===== config.mk =====
export PLATFORM = sky130hd
export DESIGN_NAME = seg_scan_controller
export DESIGN_NICKNAME = d
export VERILOG_FILES = /design/src/rtl/seg_scan_controller_pkg.sv /design/src/rtl/seg_scan_controller_dwell_timer.sv /design/src/rtl/seg_scan_controller.sv
export SDC_FILE = /design/constraint.sdc
export NUM_CORES = 1
export LEC_CHECK = 0
export BUFFER_PORTS_ARGS = -buffer_cell sky130_fd_sc_hd__buf_4
export CORE_ASPECT_RATIO = 1.2
export CORE_MARGIN = 2
export CORE_UTILIZATION = 50
export CTS_BUF_LIST = sky130_fd_sc_hd__clkbuf_4 sky130_fd_sc_hd__clkbuf_8
export CTS_CLUSTER_SIZE = 25
export DETAILED_ROUTE_END_ITERATION = 8
export PLACE_DENSITY = 0.68
export RECOVER_POWER = 100
export SYNTH_ARGS = -nofsm -noshare
export SYNTH_HDL_FRONTEND = slang
export SYNTH_SLANG_ARGS = --single-unit
export TNS_END_PERCENT = 10

===== constraint.sdc =====
create_clock -name clk_in -period 5.46 [get_ports clk_in]
set_clock_uncertainty 0.2 [all_clocks]
set_input_delay 0.546 -clock clk_in [delete_from_list [all_inputs] [get_ports clk_in]]
set_output_delay 0.546 -clock clk_in [all_outputs]
set_load 0.02 [all_outputs]

===== src/rtl/seg_scan_controller_pkg.sv =====
// Shared types, constants and helpers for the multiplexed hex display scanner.
// Imported by the scan controller and its dwell timer.
package seg_scan_controller_pkg;

    localparam int NUM_DIGITS_DEFAULT = 8;
    localparam int LZ_MAX_DIGITS      = 16;
    localparam int LZ_W               = 4 * LZ_MAX_DIGITS;

    typedef logic [$clog2(NUM_DIGITS_DEFAULT)-1:0] digit_idx_t;

    localparam logic [LZ_MAX_DIGITS-1:0] ANODES_OFF = '1;

    // True when every nibble at position idx and above is zero.
    function automatic logic upper_nibbles_zero(
        input logic [LZ_W-1:0] val,
        input int unsigned     idx
    );
        logic [LZ_W-1:0] shifted;
        shifted = val >> (4 * idx);
        return shifted == '0;
    endfunction

endpackage


===== src/rtl/seg_scan_controller_dwell_timer.sv =====
// Dwell counter and digit index for the display scanner.
// Flags the final cycle of each frame.
module seg_dwell_timer #(
    parameter int  NUM_DIGITS   = 8,
    parameter int  DWELL_CYCLES = 100000,
    localparam int CNT_W        = $clog2(DWELL_CYCLES),
    localparam int IDX_W        = $clog2(NUM_DIGITS)
) (
    input  logic             clk_in,
    input  logic             rst_n_in,
    output logic [CNT_W-1:0] dwell_cnt_out,
    output logic [IDX_W-1:0] digit_idx_out,
    output logic             frame_end_out
);

    localparam logic [CNT_W-1:0] CNT_LAST = CNT_W'(DWELL_CYCLES - 1);
    localparam logic [IDX_W-1:0] IDX_LAST = IDX_W'(NUM_DIGITS - 1);

    logic [CNT_W-1:0] cnt_q;
    logic [CNT_W-1:0] cnt_d;
    logic [IDX_W-1:0] idx_q;
    logic [IDX_W-1:0] idx_d;
    logic             slot_end;

    always_comb begin
        slot_end = (cnt_q == CNT_LAST);
        cnt_d    = cnt_q + 1'b1;
        idx_d    = idx_q;
        if (slot_end) begin
            cnt_d = '0;
            idx_d = (idx_q == IDX_LAST) ? '0 : idx_q + 1'b1;
        end
    end

    always_ff @(posedge clk_in or negedge rst_n_in) begin
        if (!rst_n_in) begin
            cnt_q <= '0;
            idx_q <= '0;
        end else begin
            cnt_q <= cnt_d;
            idx_q <= idx_d;
        end
    end

    assign dwell_cnt_out = cnt_q;
    assign digit_idx_out = idx_q;
    assign frame_end_out = slot_end && (idx_q == IDX_LAST);

endmodule


===== src/rtl/seg_scan_controller.sv =====
// Time-multiplexed scanner for a common-anode hex display.
// New values are latched at frame boundaries so a scan never tears.
module seg_scan_controller
    import seg_scan_controller_pkg::*;
#(
    parameter int  NUM_DIGITS    = NUM_DIGITS_DEFAULT,
    parameter int  DWELL_CYCLES  = 100000,
    parameter int  GUARD_CYCLES  = 2,
    parameter int  BLANK_LEADING = 1,
    localparam int VAL_W         = 4 * NUM_DIGITS,
    localparam int IDX_W         = $clog2(NUM_DIGITS),
    localparam int CNT_W         = $clog2(DWELL_CYCLES)
) (
    input  logic              clk_in,
    input  logic              rst_n_in,
    input  logic [VAL_W-1:0]  val_in,
    input  logic              val_valid_in,
    output logic              val_ready_out,
    output logic [3:0]        nibble_out,
    output logic              blank_out,
    output logic [NUM_DIGITS-1:0] an_out,
    output logic [IDX_W-1:0]  digit_idx_out
);

    localparam logic [CNT_W-1:0] GUARD_C = CNT_W'(GUARD_CYCLES);
    localparam logic [NUM_DIGITS-1:0] AN_OFF = NUM_DIGITS'(ANODES_OFF);

    logic [CNT_W-1:0]      dwell_cnt;
    logic [IDX_W-1:0]      digit_idx;
    logic                  frame_end;

    logic [VAL_W-1:0]      pending_q, pending_d;
    logic                  pending_valid_q, pending_valid_d;
    logic [VAL_W-1:0]      display_q, display_d;
    logic                  val_ready_q, val_ready_d;
    logic [NUM_DIGITS-1:0] an_q, an_d;
    logic [3:0]            nibble_q, nibble_d;
    logic                  blank_q, blank_d;
    logic [IDX_W-1:0]      idx_q, idx_d;

    logic                  xfer;
    logic                  in_guard;
    logic                  lead_zero;
    logic [NUM_DIGITS-1:0] an_lit;

    seg_dwell_timer #(
        .NUM_DIGITS   (NUM_DIGITS),
        .DWELL_CYCLES (DWELL_CYCLES)
    ) u_timer (
        .clk_in        (clk_in),
        .rst_n_in      (rst_n_in),
        .dwell_cnt_out (dwell_cnt),
        .digit_idx_out (digit_idx),
        .frame_end_out (frame_end)
    );

    // Ready is low on a loading boundary, so capture and load never coincide.
    always_comb begin
        xfer            = val_valid_in & val_ready_q;
        pending_d       = pending_q;
        pending_valid_d = pending_valid_q;
        display_d       = display_q;
        if (frame_end && pending_valid_q) begin
            display_d       = pending_q;
            pending_valid_d = 1'b0;
        end else if (xfer) begin
            pending_d       = val_in;
            pending_valid_d = 1'b1;
        end
        val_ready_d = ~pending_valid_d;
    end

    always_comb begin
        in_guard  = (dwell_cnt < GUARD_C);
        an_lit    = '1;
        nibble_d  = '0;
        for (int i = 0; i < NUM_DIGITS; i++) begin
            if (digit_idx == IDX_W'(i)) begin
                an_lit[i] = 1'b0;
                nibble_d  = display_q[4*i +: 4];
            end
        end
        lead_zero = upper_nibbles_zero(LZ_W'(display_q), 32'(digit_idx));
        an_d      = in_guard ? AN_OFF : an_lit;
        blank_d   = in_guard
                  | ((BLANK_LEADING != 0) && (digit_idx != '0) && lead_zero);
        idx_d     = digit_idx;
    end

    always_ff @(posedge clk_in or negedge rst_n_in) begin
        if (!rst_n_in) begin
            pending_q       <= '0;
            pending_valid_q <= 1'b0;
            display_q       <= '0;
            val_ready_q     <= 1'b0;
            an_q            <= AN_OFF;
            nibble_q        <= '0;
            blank_q         <= 1'b1;
            idx_q           <= '0;
        end else begin
            pending_q       <= pending_d;
            pending_valid_q <= pending_valid_d;
            display_q       <= display_d;
            val_ready_q     <= val_ready_d;
            an_q            <= an_d;
            nibble_q        <= nibble_d;
            blank_q         <= blank_d;
            idx_q           <= idx_d;
        end
    end

    assign val_ready_out = val_ready_q;
    assign an_out        = an_q;
    assign nibble_out    = nibble_q;
    assign blank_out     = blank_q;
    assign digit_idx_out = idx_q;

endmodule


==> results of run 1 <==
## power groups by stage
stage	Sequential, W	Clock (W)	Combinational [W]
2_1_floorplan	0.000867	0	0.0000588
3_3_place_gp	0.000882	0	0.0000933
3_5_place_dp	0.000884	0	0.0000992
4_1_cts	0.000870	0.000507	0.0000994
5_1_grt	0.000878	0.000538	0.000109
6_report	0.000868	0.000497	0.0000949
## registers in the layout (all words and copies together) (netlist names)
signal / flops
display_q: 32
nibble_out: 4
an_out: 8
u_timer.digit_idx_out: 3
u_timer.dwell_cnt_out: 17
pending_q: 32
digit_idx_out: 3
pending_valid_q: 1
blank_out: 1
val_ready_out: 1
## logic make-up (layout without fill, tap and decap cells)
family                   after synthesis  after routing
AO/OA/AOI/OAI                         54             54
XOR/XNOR                              13             13
adder cells (fa/ha/maj)                7              7
buffers and inverters                 27             81
flip-flops                           102            102
multiplexers                          58             58
AND/OR/NAND/NOR                      107            107
## worst max-delay path, stage by stage, from the launching register on
cell and delay [ns]:
sky130_fd_sc_hd__dfrtp_1 0.59, sky130_fd_sc_hd__ha_1 0.24, sky130_fd_sc_hd__ha_1 0.48, sky130_fd_sc_hd__nand2_1 0.12, sky130_fd_sc_hd__nor4_1 0.27, sky130_fd_sc_hd__clkbuf_1 1.38, sky130_fd_sc_hd__mux2_2 0.45
## path summary, 6_finish.rpt
| path | from | cells after the start | to |
|---|---|---|---|
| setup / recovery | u_timer.digit_idx_out[0]$_DFFE_PN0N_ | 6 | display_q[8]$_DFFE_PN0P_ |
| hold / removal | val_in[25] | 2 | pending_q[25]$_DFFE_PN0P_ |
| setup reg to reg | u_timer.digit_idx_out[0]$_DFFE_PN0N_ | 6 | display_q[8]$_DFFE_PN0P_ |
| hold reg to reg | pending_q[28]$_DFFE_PN0P_ | 2 | display_q[28]$_DFFE_PN0P_ |
| max in group asynchronous | rst_n_in | 2 | digit_idx_out[2]$_DFF_PN0_ |
| min in group asynchronous | rst_n_in | 1 | u_timer.dwell_cnt_out[6]$_DFF_PN0_ |
## per-stage QoR
step	setup slack [ns]	std cells
after global routing	1.12	539
after global placement	2.40	523
after CTS	2.30	539
after floorplan	3.18	368
after detailed placement	2.32	523
final	1.61	539
## area by class of cell
cell class | instances | share of cell area (%)
sequential | 102 | 51.2
timing repair buffer | 54 | 6.54
inverter | 11 | 0.824
multi-input combinational | 239 | 34.3
tap | 117 | 2.92
clock inverter | 4 | 1.10
clock buffer | 12 | 3.17
## cells in the mapped netlist (all sizes together) (3+ instances only)
cell type  instances
o21ai             16
nand2             35
nand3             10
nor2              19
a21oi             15
a22oi              3
nor3              12
nor4               9
xnor2              6
dfstp              9
dfrtp             93
a221oi             7
ha                 7
inv               11
buf                6
mux2              57
nor2b              5
xor2               7
nand4              3
clkbuf            10
a211oi             3
## routing by layer
layer	wire length, um	track usage, %	vias to the layer above
li1	-	-	1400
met1	3870	25.4	1451
met2	3940	29.5	66
met3	339	4.64	20
met4	231	8.13	0
met5	0	0	-
==> metrics.json, run 1 <==
{
  "run_status": {"value": "complete, but fails checks"},
  "violated_checks": {"value": "max-capacitance violations, max-slew violations"},
  "simple_logic_cell_fraction_of_the_synthesized_area": {"value": 12.3, "unit": "%"},
  "synth_async_sr_flop_share": {"value": 100, "unit": "%"},
  "critical_path.startpoint_type": {"value": "register"},
  "final_core_utilization": {"value": 58.2, "unit": "%"},
  "synth.distinct_cells": {"value": 43},
  "initial_core_util": {"value": 51.4, "unit": "%"},
  "syn_to_final_growth": {"value": 13.2, "unit": "%"},
  "clk_transition_reported_paths": {"value": 0.10, "unit": "ns"},
  "internal_power_component": {"value": 0.00113, "unit": "W"},
  "coreArea": {"value": 8610, "unit": "um^2"},
  "h-tree-depth": {"value": 3},
  "routed_wl": {"value": 8380, "unit": "um"},
  "muxShareOfSynthArea": {"value": 14.7, "unit": "%"},
  "yosys.area.top_type_share": {"value": 52.6, "unit": "%"},
  "power-per-cell-area": {"value": 291, "unit": "nW/um^2"},
  "cts.repair_timing.setup_buffer_count": {"value": 0},
  "hp-class": {"value": "input pin to register"},
  "timing.final.crit_period": {"value": 3.85, "unit": "ns"},
  "commonest_non_fill_non_tap_cells_in_the_layout": {"value": "93 x sky130_fd_sc_hd__dfrtp_1, 35 x sky130_fd_sc_hd__nand2_1, 33 x sky130_fd_sc_hd__buf_4"},
  "fillCellCount": {"value": 754},
  "synth_flop_cell": {"value": "sky130_fd_sc_hd__dfrtp_1"},
  "cts_sinks": {"value": 102},
  "cts.repair.resized": {"value": 0},
  "finalInstanceArea": {"value": 5010, "unit": "um^2"},
  "drt_pre_antenna_iters": {"value": 4},
  "critPathRequiredTime": {"value": 5.50, "unit": "ns"},
  "max_cap_violations": {"value": 3},
  "timing_hold_violations_final": {"value": 0},
  "clkPwrFrac": {"value": 34.0, "unit": "%"},
  "synthesis.yosys.warnings": {"value": 0},
  "drt-vias-per-instance": {"value": 5.45},
  "grt_setup_unrepaired": {"value": "false"},
  "hpwlAfterDp": {"value": 5910, "unit": "um"},
  "cts_root_buf": {"value": "sky130_fd_sc_hd__clkbuf_8"},
  "layout_commonest_cell": {"value": "sky130_fd_sc_hd__dfrtp_1"},
  "cts_made_buffers": {"value": 9},
  "vdd_drop_max": {"value": 0.199, "unit": "mV"},
  "synth_top_family_by_area": {"value": "multiplexers"},
  "synth.top_cells.by_area": {"value": "sky130_fd_sc_hd__dfrtp_1 53%, sky130_fd_sc_hd__mux2_1 7.6%, sky130_fd_sc_hd__mux2_2 6.9%"},
  "detail_route.iter0.violations": {"value": 120},
  "synth_fp_nets": {"value": 410},
  "globalplace.congestion": {"value": 0.844},
  "number_of_antenna_violations_at_the_first_check_in_global_routing": {"value": 0},
  "design.final.nets": {"value": 459},
  "post_place_instance_area": {"value": 4890, "unit": "um^2"},
  "seq_total_area_yosys": {"value": 57.9, "unit": "%"},
  "hold-worst-slack": {"value": 0.185, "unit": "ns"},
  "fmax": {"value": 0.260, "unit": "GHz"},
  "synth-edff-count": {"value": 0},
  "syn_area_per_cell": {"value": 12.0, "unit": "um^2"},
  "drt-wirelength-per-cell": {"value": 15.5, "unit": "um"},
  "worst-slew-pin-transition": {"value": 2.72, "unit": "ns"},
  "seq_area": {"value": 2560, "unit": "um^2"},
  "fin_setup_tns": {"value": 0, "unit": "ns"},
  "worst_skew_pair.late_latency": {"value": 0.36, "unit": "ns"},
  "sequentialPowerShare": {"value": 59.5, "unit": "%"},
  "setup_viol": {"value": 0},
  "route.vias.total": {"value": 2937},
  "worst-endpoint-arrival": {"value": 3.90, "unit": "ns"},
  "ant_nets": {"value": 0},
  "max_slew_headroom": {"value": -81.6, "unit": "%"},
  "netlist_area": {"value": 4430, "unit": "um^2"},
  "area_share_of_fa_ha_maj_cells_after_synthesis": {"value": 1.98, "unit": "%"},
  "layout_worst_path_cycle_share": {"value": 70.6, "unit": "%"},
  "num_io_pins": {"value": 52},
  "timing_worst_setup_path_type": {"value": "register to register"},
  "power.share.switching": {"value": 22.7, "unit": "%"},
  "final_layout_size_suffix_gt1_share": {"value": 20.6, "unit": "%"},
  "power.net_switching": {"value": 0.000331, "unit": "W"},
  "globalRouteOverflowTotal": {"value": 0},
  "drc": {"value": 0},
  "worst-r2r-setup-slack": {"value": 1.61, "unit": "ns"},
  "wire_length_of_the_first_global_routing_pass": {"value": 14500, "unit": "um"},
  "grt_usage": {"value": 18.9, "unit": "%"},
  "die_h": {"value": 107, "unit": "um"},
  "power_frac_comb": {"value": 6.5, "unit": "%"},
  "tritoncts_clock_tree": {"value": "yes"},
  "die_width": {"value": 89.9, "unit": "um"},
  "synthesized_area_fraction_occupied_by_ao_oa_aoi_and_oai_cells": {"value": 7.69, "unit": "%"},
  "ctsLongestPathBuffers": {"value": 2},
  "critical_path_maximum_fanout": {"value": 40},
  "via_count_of_the_first_global_routing_pass": {"value": 2937},
  "maxSlewViolCount": {"value": 127},
  "fp-row-count": {"value": 37},
  "ys_seq_elements": {"value": 102},
  "buffer_ports.inserted": {"value": 51},
  "yosys.area.top_type": {"value": "sky130_fd_sc_hd__dfrtp_1"},
  "report.power.total": {"value": 0.00146, "unit": "W"},
  "area_of_the_multi_input_gates": {"value": 1720, "unit": "um^2"},
  "holdBufCountCts": {"value": 0},
  "die_area": {"value": 9630, "unit": "um^2"},
  "leakage": {"value": 2.24, "unit": "nW"},
  "synthCells": {"value": 368},
  "antenna-diode-count": {"value": 0},
  "grt_max_degree": {"value": 53},
  "critPathCaptureType": {"value": "register"},
  "post_synth_xor_area_fraction": {"value": 2.57, "unit": "%"}
}
Power figures use the tool's default switching activity.
==> run 2: changes to the inputs <==
PLACE_DENSITY = 0.71   (was 0.68)
clock period = 3.54 ns   (was 5.46 ns; I/O delays follow)
==> run 2 against run 1 <==
Against the previous run: the flow still finishes with violations (max-capacitance violations, max-slew violations); combinational power increased by 83%; wire length increased by 2.7%; sequential cell count unchanged; count of clock-buffer cells in the layout increased by 1; global-route usage increased by 0.62 points; total power increased by 51%; sequential power increased by 54%; cell area increased by 5.3%; via count increased by 0.92%; die area unchanged; largest cell class unchanged; highest routed layer unchanged.
==> metrics.json, run 2 (synthesis results as in run 1) <==
{
  "cp_slowest_cell": {"value": "sky130_fd_sc_hd__clkbuf_2"},
  "num_io_pins": {"value": 52, "change": "unchanged"},
  "stdcell_count": {"value": 567, "change": "+5.2%"},
  "globalRouteOverflowTotal": {"value": 0, "change": "unchanged"},
  "clkPwrFrac": {"value": 31.3, "unit": "%", "change": "-2.7 points"},
  "power.share.switching": {"value": 22.7, "unit": "%", "change": "about the same"},
  "h-tree-depth": {"value": 3, "change": "unchanged"},
  "wire_length_of_the_first_global_routing_pass": {"value": 14700, "unit": "um", "change": "+1.6%"},
  "leakage": {"value": 2.36, "unit": "nW", "change": "+5.4%"},
  "fmax": {"value": 0.349, "unit": "GHz", "change": "+34%"},
  "report.power.total": {"value": 0.00220, "unit": "W", "change": "+51%"},
  "setup_viol": {"value": 0, "change": "unchanged"},
  "sequentialPowerShare": {"value": 60.8, "unit": "%", "change": "+1.3 points"},
  "max_slew_headroom": {"value": -38.0, "unit": "%", "change": "+44 points"},
  "power-per-cell-area": {"value": 418, "unit": "nW/um^2", "change": "+43%"},
  "syn_to_final_growth": {"value": 19.2, "unit": "%"},
  "timing_worst_setup_path_type": {"value": "register to register"},
  "ant_nets": {"value": 0, "change": "unchanged"},
  "holdBufCountCts": {"value": 26, "change": "+26"},
  "hp-class": {"value": "input pin to register"},
  "number_of_antenna_violations_at_the_first_check_in_global_routing": {"value": 0, "change": "unchanged"},
  "initial_core_util": {"value": 51.4, "unit": "%", "change": "unchanged"},
  "routed_wl": {"value": 8600, "unit": "um", "change": "+2.7%"},
  "cts_made_buffers": {"value": 9, "change": "unchanged"},
  "critPathRequiredTime": {"value": 3.59, "unit": "ns", "change": "-1.91 ns"},
  "vdd_drop_max": {"value": 0.206, "unit": "mV", "change": "+3.4%"},
  "fp-row-count": {"value": 37, "change": "unchanged"},
  "cts.repair_timing.setup_buffer_count": {"value": 0, "change": "unchanged"},
  "antenna-diode-count": {"value": 0, "change": "unchanged"},
  "route.vias.total": {"value": 2964, "change": "+0.92%"},
  "power.net_switching": {"value": 0.000500, "unit": "W", "change": "+51%"},
  "buffer_ports.inserted": {"value": 51, "change": "unchanged"},
  "rr_worst_depth": {"value": 6, "change": "unchanged"},
  "grt_max_degree": {"value": 89, "change": "+68%"},
  "internal_power_component": {"value": 0.00170, "unit": "W", "change": "+51%"},
  "worst-endpoint-arrival": {"value": 2.91, "unit": "ns", "change": "-0.99 ns"},
  "violated_checks": {"value": "max-capacitance violations, max-slew violations"},
  "drc": {"value": 0, "change": "unchanged"},
  "grt_usage": {"value": 19.5, "unit": "%", "change": "+0.62 points"},
  "timing_hold_violations_final": {"value": 0, "change": "unchanged"},
  "maxSlewViolCount": {"value": 89, "change": "-30%"},
  "place.detailed.instances": {"value": 525, "change": "+0.38%"},
  "ctsLongestPathBuffers": {"value": 2, "change": "unchanged"},
  "critical_path.startpoint_type": {"value": "register"},
  "clk_transition_reported_paths": {"value": 0.09, "unit": "ns", "change": "about the same"},
  "coreArea": {"value": 8610, "unit": "um^2", "change": "unchanged"},
  "post_place_instance_area": {"value": 4920, "unit": "um^2", "change": "+0.56%"},
  "timing.final.crit_period": {"value": 2.87, "unit": "ns", "change": "-0.985 ns"},
  "grt_setup_unrepaired": {"value": "false"},
  "run_status": {"value": "complete, but fails checks"},
  "drt-vias-per-instance": {"value": 5.23, "change": "-4.1%"},
  "finalInstanceArea": {"value": 5280, "unit": "um^2", "change": "+5.3%"},
  "worst_setup_path_startpoint": {"value": "u_timer.dwell_cnt_out[1]$_DFF_PN0_"},
  "critical_path.reg2reg.startpoint": {"value": "u_timer.dwell_cnt_out[1]$_DFF_PN0_"},
  "detail_route.iter0.violations": {"value": 193, "change": "+61%"},
  "cp_cell_sequence": {"value": "ha_1 > and4_1 > nand2_1 > nor4_1 > clkbuf_2 > mux2_2"},
  "layout_worst_path_cycle_share": {"value": 81.0, "unit": "%", "change": "+10 points"},
  "hpwlAfterDp": {"value": 5860, "unit": "um", "change": "-0.75%"},
  "power_frac_comb": {"value": 7.9, "unit": "%", "change": "+1.4 points"},
  "cts_sinks": {"value": 102, "change": "unchanged"},
  "worst_skew_pair.late_latency": {"value": 0.36, "unit": "ns", "change": "about the same"},
  "die_h": {"value": 107, "unit": "um", "change": "unchanged"},
  "tritoncts_clock_tree": {"value": "yes"},
  "critical_path_maximum_fanout": {"value": 40, "change": "unchanged"},
  "drt_pre_antenna_iters": {"value": 4, "change": "unchanged"},
  "commonest_non_fill_non_tap_cells_in_the_layout": {"value": "93 x sky130_fd_sc_hd__dfrtp_1, 35 x sky130_fd_sc_hd__nand2_1, 34 x sky130_fd_sc_hd__buf_4"},
  "worst-slew-pin-transition": {"value": 2.07, "unit": "ns", "change": "-0.655 ns"},
  "via_count_of_the_first_global_routing_pass": {"value": 3000, "change": "+2.1%"},
  "design.final.nets": {"value": 487, "change": "+6.1%"},
  "hold_path.startpoint": {"value": "val_in[2]"},
  "cts_root_buf": {"value": "sky130_fd_sc_hd__clkbuf_8"},
  "final_layout_size_suffix_gt1_share": {"value": 20.0, "unit": "%", "change": "-0.62 points"},
  "max_cap_violations": {"value": 1, "change": "-2"},
  "fin_setup_tns": {"value": 0, "unit": "ns", "change": "unchanged"},
  "drt-wirelength-per-cell": {"value": 15.2, "unit": "um", "change": "-2.4%"},
  "layout_commonest_cell": {"value": "sky130_fd_sc_hd__dfrtp_1"},
  "cts.repair.resized": {"value": 0, "change": "unchanged"},
  "timing.critical_path.slowest_cell_delay": {"value": 0.73, "unit": "ns", "change": "-0.65 ns"},
  "critPathCaptureType": {"value": "register"},
  "whs_path_depth": {"value": 2, "change": "unchanged"},
  "globalplace.congestion": {"value": 0.888, "change": "+5.2%"},
  "die_width": {"value": 89.9, "unit": "um", "change": "unchanged"},
  "die_area": {"value": 9630, "unit": "um^2", "change": "unchanged"}
}
==> run 2: layer usage <==
layer / GRT usage [%] / wire [um] / vias up
met5: 0 / 0 / -
met4: 9.89 / 249 / 0
met3: 2.81 / 257 / 14
met2: 31.9 / 4230 / 53
met1: 25.7 / 3860 / 1439
li1: - / - / 1458
==> run 2: power by group through the flow <==
stage	registers, W	clock network [W]	logic [W]
floorplan	0.00134	0	0.0000907
global placement	0.00136	0	0.000147
detailed placement	0.00136	0	0.000157
CTS	0.00134	0.000705	0.000180
global route	0.00135	0.000752	0.000196
finish	0.00134	0.000691	0.000174
==> run 2: worst paths after layout <==
kind,endpoint,slack [ns]
min in group asynchronous,u_timer.dwell_cnt_out[9]$_DFF_PN0_,0.36
setup / recovery,display_q[9]$_DFFE_PN0P_,0.67
setup reg to reg,display_q[9]$_DFFE_PN0P_,0.67
hold reg to reg,display_q[30]$_DFFE_PN0P_,0.28
max in group asynchronous,pending_q[28]$_DFFE_PN0P_,1.20
hold / removal,pending_q[2]$_DFFE_PN0P_,0.007
==> run 2: final cells by class <==
type | count | area (um^2)
clock buffer | 13 | 173
clock inverter | 3 | 17.5
fill | 748 | 3330
sequential | 102 | 2560
multi-input combinational | 239 | 1720
inverter | 11 | 41.3
tap | 117 | 146
timing repair buffer | 82 | 617
==> run 2: critical path, delay by kind of cell (launching register included) <==
family | cells | cell delay, ns
buf+inv | 1 | 0.73
fa+ha+maj | 1 | 0.22
flops | 1 | 0.39
simple gates | 3 | 0.79
mux | 1 | 0.41
==> run 2: metrics by stage <==
stage                     utilization [%]  worst slack [ns]  hold slack (ns)
after detailed placement             57.1             0.938            0.268
after global placement               57.1              1.03            0.260
final                                61.3             0.672          0.00712
after floorplan                         -              1.26           -0.142
after CTS                            62.4             0.933          0.00351
after global routing                 61.3             0.487         0.000611
==> run 3: changes to the inputs <==
ABC_AREA = 1   (was unset)
PLACE_DENSITY = 0.68   (was 0.71)
clock period = 2.7 ns   (was 3.54 ns; I/O delays follow)
==> run 3 against run 2 <==
Against the previous run: the flow now finishes without violations; setup slack got worse by 0.29 ns; synthesized area rose by 9.8%; cell area rose by 8.1%; non-clock buffer count up 8; sequential share of layout area is 3.6 points lower; largest cell class unchanged; largest power group unchanged; highest routed layer unchanged.
==> metrics.json, run 3 <==
{
  "run_status": {"value": "completed"},
  "critPathRequiredTime": {"value": 2.79, "unit": "ns", "change": "-0.80 ns"},
  "detail_route.iter0.violations": {"value": 174, "change": "-9.8%"},
  "max_slew_headroom": {"value": 22.2, "unit": "%", "change": "+60 points"},
  "timing.final.crit_period": {"value": 2.32, "unit": "ns", "change": "-0.549 ns"},
  "fillCellCount": {"value": 910, "change": "+22%"},
  "yosys.area.top_type": {"value": "sky130_fd_sc_hd__dfrtp_1"},
  "grt_setup_unrepaired": {"value": "false"},
  "syn_to_final_growth": {"value": 17.3, "unit": "%"},
  "fp-row-count": {"value": 39, "change": "+5.4%"},
  "routed_wl": {"value": 10100, "unit": "um", "change": "+18%"},
  "worst_skew_pair.late_latency": {"value": 0.36, "unit": "ns", "change": "about the same"},
  "synth_flop_cell": {"value": "sky130_fd_sc_hd__dfrtp_1"},
  "ctsLongestPathBuffers": {"value": 2, "change": "unchanged"},
  "antenna-diode-count": {"value": 0, "change": "unchanged"},
  "design.final.nets": {"value": 709, "change": "+46%"},
  "drt-vias-per-instance": {"value": 4.89, "change": "-6.4%"},
  "critPathCaptureType": {"value": "register"},
  "power-per-cell-area": {"value": 524, "unit": "nW/um^2", "change": "+25%"},
  "cts.repair.resized": {"value": 0, "change": "unchanged"},
  "hpwlAfterDp": {"value": 7350, "unit": "um", "change": "+25%"},
  "stdcell_count": {"value": 795, "change": "+40%"},
  "cts_root_buf": {"value": "sky130_fd_sc_hd__clkbuf_8"},
  "cts_sinks": {"value": 102, "change": "unchanged"},
  "report.power.total": {"value": 0.00299, "unit": "W", "change": "+36%"},
  "place.detailed.instances": {"value": 746, "change": "+42%"},
  "cp_cell_sequence": {"value": "ha_1 > nand2_1 > inv_1 > nand2_1 > nor2_1 > nand4_4 > nand2_2 > buf_12 > nor2_1 > a21oi_1"},
  "commonest_non_fill_non_tap_cells_in_the_layout": {"value": "142 x sky130_fd_sc_hd__nand2_1, 93 x sky130_fd_sc_hd__dfrtp_1, 85 x sky130_fd_sc_hd__nor2_1"},
  "synth_async_sr_flop_share": {"value": 100, "unit": "%", "change": "unchanged"},
  "synth-edff-count": {"value": 0, "change": "unchanged"},
  "die_area": {"value": 10500, "unit": "um^2", "change": "+9.4%"},
  "die_width": {"value": 94.0, "unit": "um", "change": "+4.6%"},
  "coreArea": {"value": 9520, "unit": "um^2", "change": "+11%"},
  "drt-wirelength-per-cell": {"value": 12.7, "unit": "um", "change": "-16%"},
  "seq_total_area_yosys": {"value": 52.7, "unit": "%", "change": "-5.2 points"},
  "critical_path.reg2reg.startpoint": {"value": "u_timer.dwell_cnt_out[0]$_DFF_PN0_"},
  "wire_length_of_the_first_global_routing_pass": {"value": 17500, "unit": "um", "change": "+19%"},
  "die_h": {"value": 112, "unit": "um", "change": "+4.6%"},
  "worst_r2r_endpoint": {"value": "pending_q[7]$_DFFE_PN0P_"},
  "min_to": {"value": "val_ready_out$_DFF_PN0_"},
  "worst-endpoint-arrival": {"value": 2.40, "unit": "ns", "change": "-0.51 ns"},
  "ys_seq_elements": {"value": 102, "change": "unchanged"},
  "timing.critical_path.slowest_cell_delay": {"value": 0.39, "unit": "ns", "change": "-0.34 ns"},
  "hold_path.startpoint": {"value": "val_valid_in"},
  "final_core_utilization": {"value": 59.9, "unit": "%", "change": "-1.3 points"},
  "whs_path_depth": {"value": 4, "change": "+2"},
  "maxSlewViolCount": {"value": 0, "change": "-100%"},
  "timing_worst_setup_path_type": {"value": "register to register"},
  "cts_made_buffers": {"value": 9, "change": "unchanged"},
  "max_cap_violations": {"value": 0, "change": "-1"},
  "critical_path.startpoint_type": {"value": "register"},
  "rr_worst_depth": {"value": 10, "change": "+4"},
  "grt_usage": {"value": 21.1, "unit": "%", "change": "+1.6 points"},
  "setup_viol": {"value": 0, "change": "unchanged"},
  "final_layout_size_suffix_gt1_share": {"value": 11.2, "unit": "%", "change": "-8.8 points"},
  "tritoncts_clock_tree": {"value": "yes"},
  "grt_max_degree": {"value": 66, "change": "-26%"},
  "drc": {"value": 0, "change": "unchanged"},
  "synthesis.yosys.warnings": {"value": 0, "change": "unchanged"},
  "synth.distinct_cells": {"value": 33, "change": "-23%"},
  "layout_worst_path_cycle_share": {"value": 85.9, "unit": "%", "change": "+4.9 points"},
  "worst-slew-pin-transition": {"value": 1.17, "unit": "ns", "change": "-0.903 ns"},
  "worst-r2r-setup-slack": {"value": 0.38, "unit": "ns", "change": "-0.29 ns"},
  "h-tree-depth": {"value": 3, "change": "unchanged"},
  "number_of_antenna_violations_at_the_first_check_in_global_routing": {"value": 0, "change": "unchanged"},
  "drt_pre_antenna_iters": {"value": 4, "change": "unchanged"},
  "leakage": {"value": 2.97, "unit": "nW", "change": "+26%"},
  "buffer_ports.inserted": {"value": 51, "change": "unchanged"},
  "initial_core_util": {"value": 51.1, "unit": "%", "change": "-0.31 points"},
  "layout_commonest_cell": {"value": "sky130_fd_sc_hd__nand2_1"},
  "fin_setup_tns": {"value": 0, "unit": "ns", "change": "unchanged"},
  "syn_area_per_cell": {"value": 8.33, "unit": "um^2", "change": "-31%"},
  "fmax": {"value": 0.431, "unit": "GHz", "change": "+24%"},
  "cts.repair_timing.setup_buffer_count": {"value": 0, "change": "unchanged"},
  "vdd_drop_max": {"value": 0.413, "unit": "mV", "change": "+100%"},
  "cp_slowest_cell": {"value": "sky130_fd_sc_hd__dfrtp_1"},
  "synth_fp_nets": {"value": 626, "change": "+53%"},
  "netlist_area": {"value": 4860, "unit": "um^2", "change": "+9.8%"},
  "critical_path_maximum_fanout": {"value": 35, "change": "-13%"},
  "globalplace.congestion": {"value": 0.899, "change": "+1.3%"},
  "num_io_pins": {"value": 52, "change": "unchanged"},
  "synthCells": {"value": 584, "change": "+59%"},
  "netlist_top_cells_count": {"value": "142 x sky130_fd_sc_hd__nand2_1, 93 x sky130_fd_sc_hd__dfrtp_1, 85 x sky130_fd_sc_hd__nor2_1, 79 x sky130_fd_sc_hd__inv_1, 41 x sky130_fd_sc_hd__a21oi_1"},
  "ant_nets": {"value": 0, "change": "unchanged"},
  "seq_area": {"value": 2560, "unit": "um^2", "change": "unchanged"},
  "route.vias.total": {"value": 3890, "change": "+31%"},
  "synth.top_cells.by_area": {"value": "sky130_fd_sc_hd__dfrtp_1 48%, sky130_fd_sc_hd__nand2_1 11%, sky130_fd_sc_hd__nor2_1 6.6%"},
  "via_count_of_the_first_global_routing_pass": {"value": 3913, "change": "+30%"},
  "clk_transition_reported_paths": {"value": 0.10, "unit": "ns", "change": "about the same"},
  "synthMostInstantiatedCell": {"value": "sky130_fd_sc_hd__nand2_1"},
  "area_of_the_multi_input_gates": {"value": 1770, "unit": "um^2", "change": "+3.0%"},
  "globalRouteOverflowTotal": {"value": 0, "change": "unchanged"},
  "timing_hold_violations_final": {"value": 0, "change": "unchanged"},
  "yosys.area.top_type_share": {"value": 47.9, "unit": "%", "change": "-4.7 points"},
  "hp-class": {"value": "input pin to register"}
}
## run 3: cell types whose count changed in the layout (fill, tap and decap cells not counted), moves of 16 or more
cell	previous run	this run
sky130_fd_sc_hd__nand2_1	35	142
sky130_fd_sc_hd__inv_1	11	80
sky130_fd_sc_hd__nor2_1	19	85
sky130_fd_sc_hd__o21ai_0	16	48
sky130_fd_sc_hd__mux2_1	30	0
sky130_fd_sc_hd__mux2_2	27	0
sky130_fd_sc_hd__a21oi_1	15	41
sky130_fd_sc_hd__nand3_1	10	26
## run 3: what timing repair did
action | CTS | global route
endpoints found under the setup margin | 0 | 0
endpoints found under the hold margin | 79 | 0
hold buffers | 33 | 0
## run 3: power by group
part           switching [W]  internal [W]  total (W)
Clock               0.000486      0.000459   0.000944
Combinational       0.000179      0.000143   0.000322
Sequential         0.0000406       0.00168    0.00172
Total               0.000706       0.00228    0.00299
## run 3: layout make-up
type / count / share of cell area [%]
inverter: 81 / 5.33
timing repair buffer: 90 / 12.6
tap: 123 / 2.70
sequential: 102 / 44.9
multi-input combinational: 383 / 31.0
clock inverter: 4 / 0.877
clock buffer: 12 / 2.57
## run 3: how the worst max path moves through the flow
stage,startpoint,to,depth (start not counted)
6_report,u_timer.dwell_cnt_out[0]$_DFF_PN0_,pending_q[7]$_DFFE_PN0P_,10
5_1_grt,u_timer.dwell_cnt_out[0]$_DFF_PN0_,pending_q[7]$_DFFE_PN0P_,10
4_1_cts,u_timer.dwell_cnt_out[0]$_DFF_PN0_,val_ready_out$_DFF_PN0_,8
3_5_place_dp,u_timer.dwell_cnt_out[0]$_DFF_PN0_,val_ready_out$_DFF_PN0_,8
3_3_place_gp,u_timer.dwell_cnt_out[0]$_DFF_PN0_,val_ready_out$_DFF_PN0_,8
2_1_floorplan,u_timer.digit_idx_out[0]$_DFFE_PN0N_,nibble_out[0]$_DFF_PN0_,16
## run 3: routing by layer
metal | vias to the layer above | wire [um] | track usage, %
met1 | 1809 | 4440 | 26.3
li1 | 1991 | - | -
met5 | - | 0 | 0
met3 | 19 | 346 | 4.09
met4 | 0 | 255 | 9.57
met2 | 71 | 5080 | 35.5
## run 3: cells by family after synthesis
family	Yosys count	synth area share, %
AND/OR/NAND/NOR	277	23.6
flip-flops	102	52.7
buffers and inverters	99	9.29
AO/OA/AOI/OAI	93	11.5
adder cells (fa/ha/maj)	7	1.80
XOR/XNOR	6	1.08
## run 3: critical path, delay by kind of cell, from the launching register on
family / cells / cell delay (ns)
simple gates: 6 / 1.04
flops: 1 / 0.39
buf+inv: 2 / 0.31
fa+ha+maj: 1 / 0.18
compound gates: 1 / 0.11
## run 3: per-stage QoR
stage               hold slack, ns  worst slack (ns)  area (um^2)
finish                      0.0837             0.381         5700
global route                 0.105            0.0731         5700
CTS                          0.109             0.344         5860
detailed placement           0.115             0.361         5330
global placement             0.110             0.468         5330
floorplan                   -0.226             0.663         4860
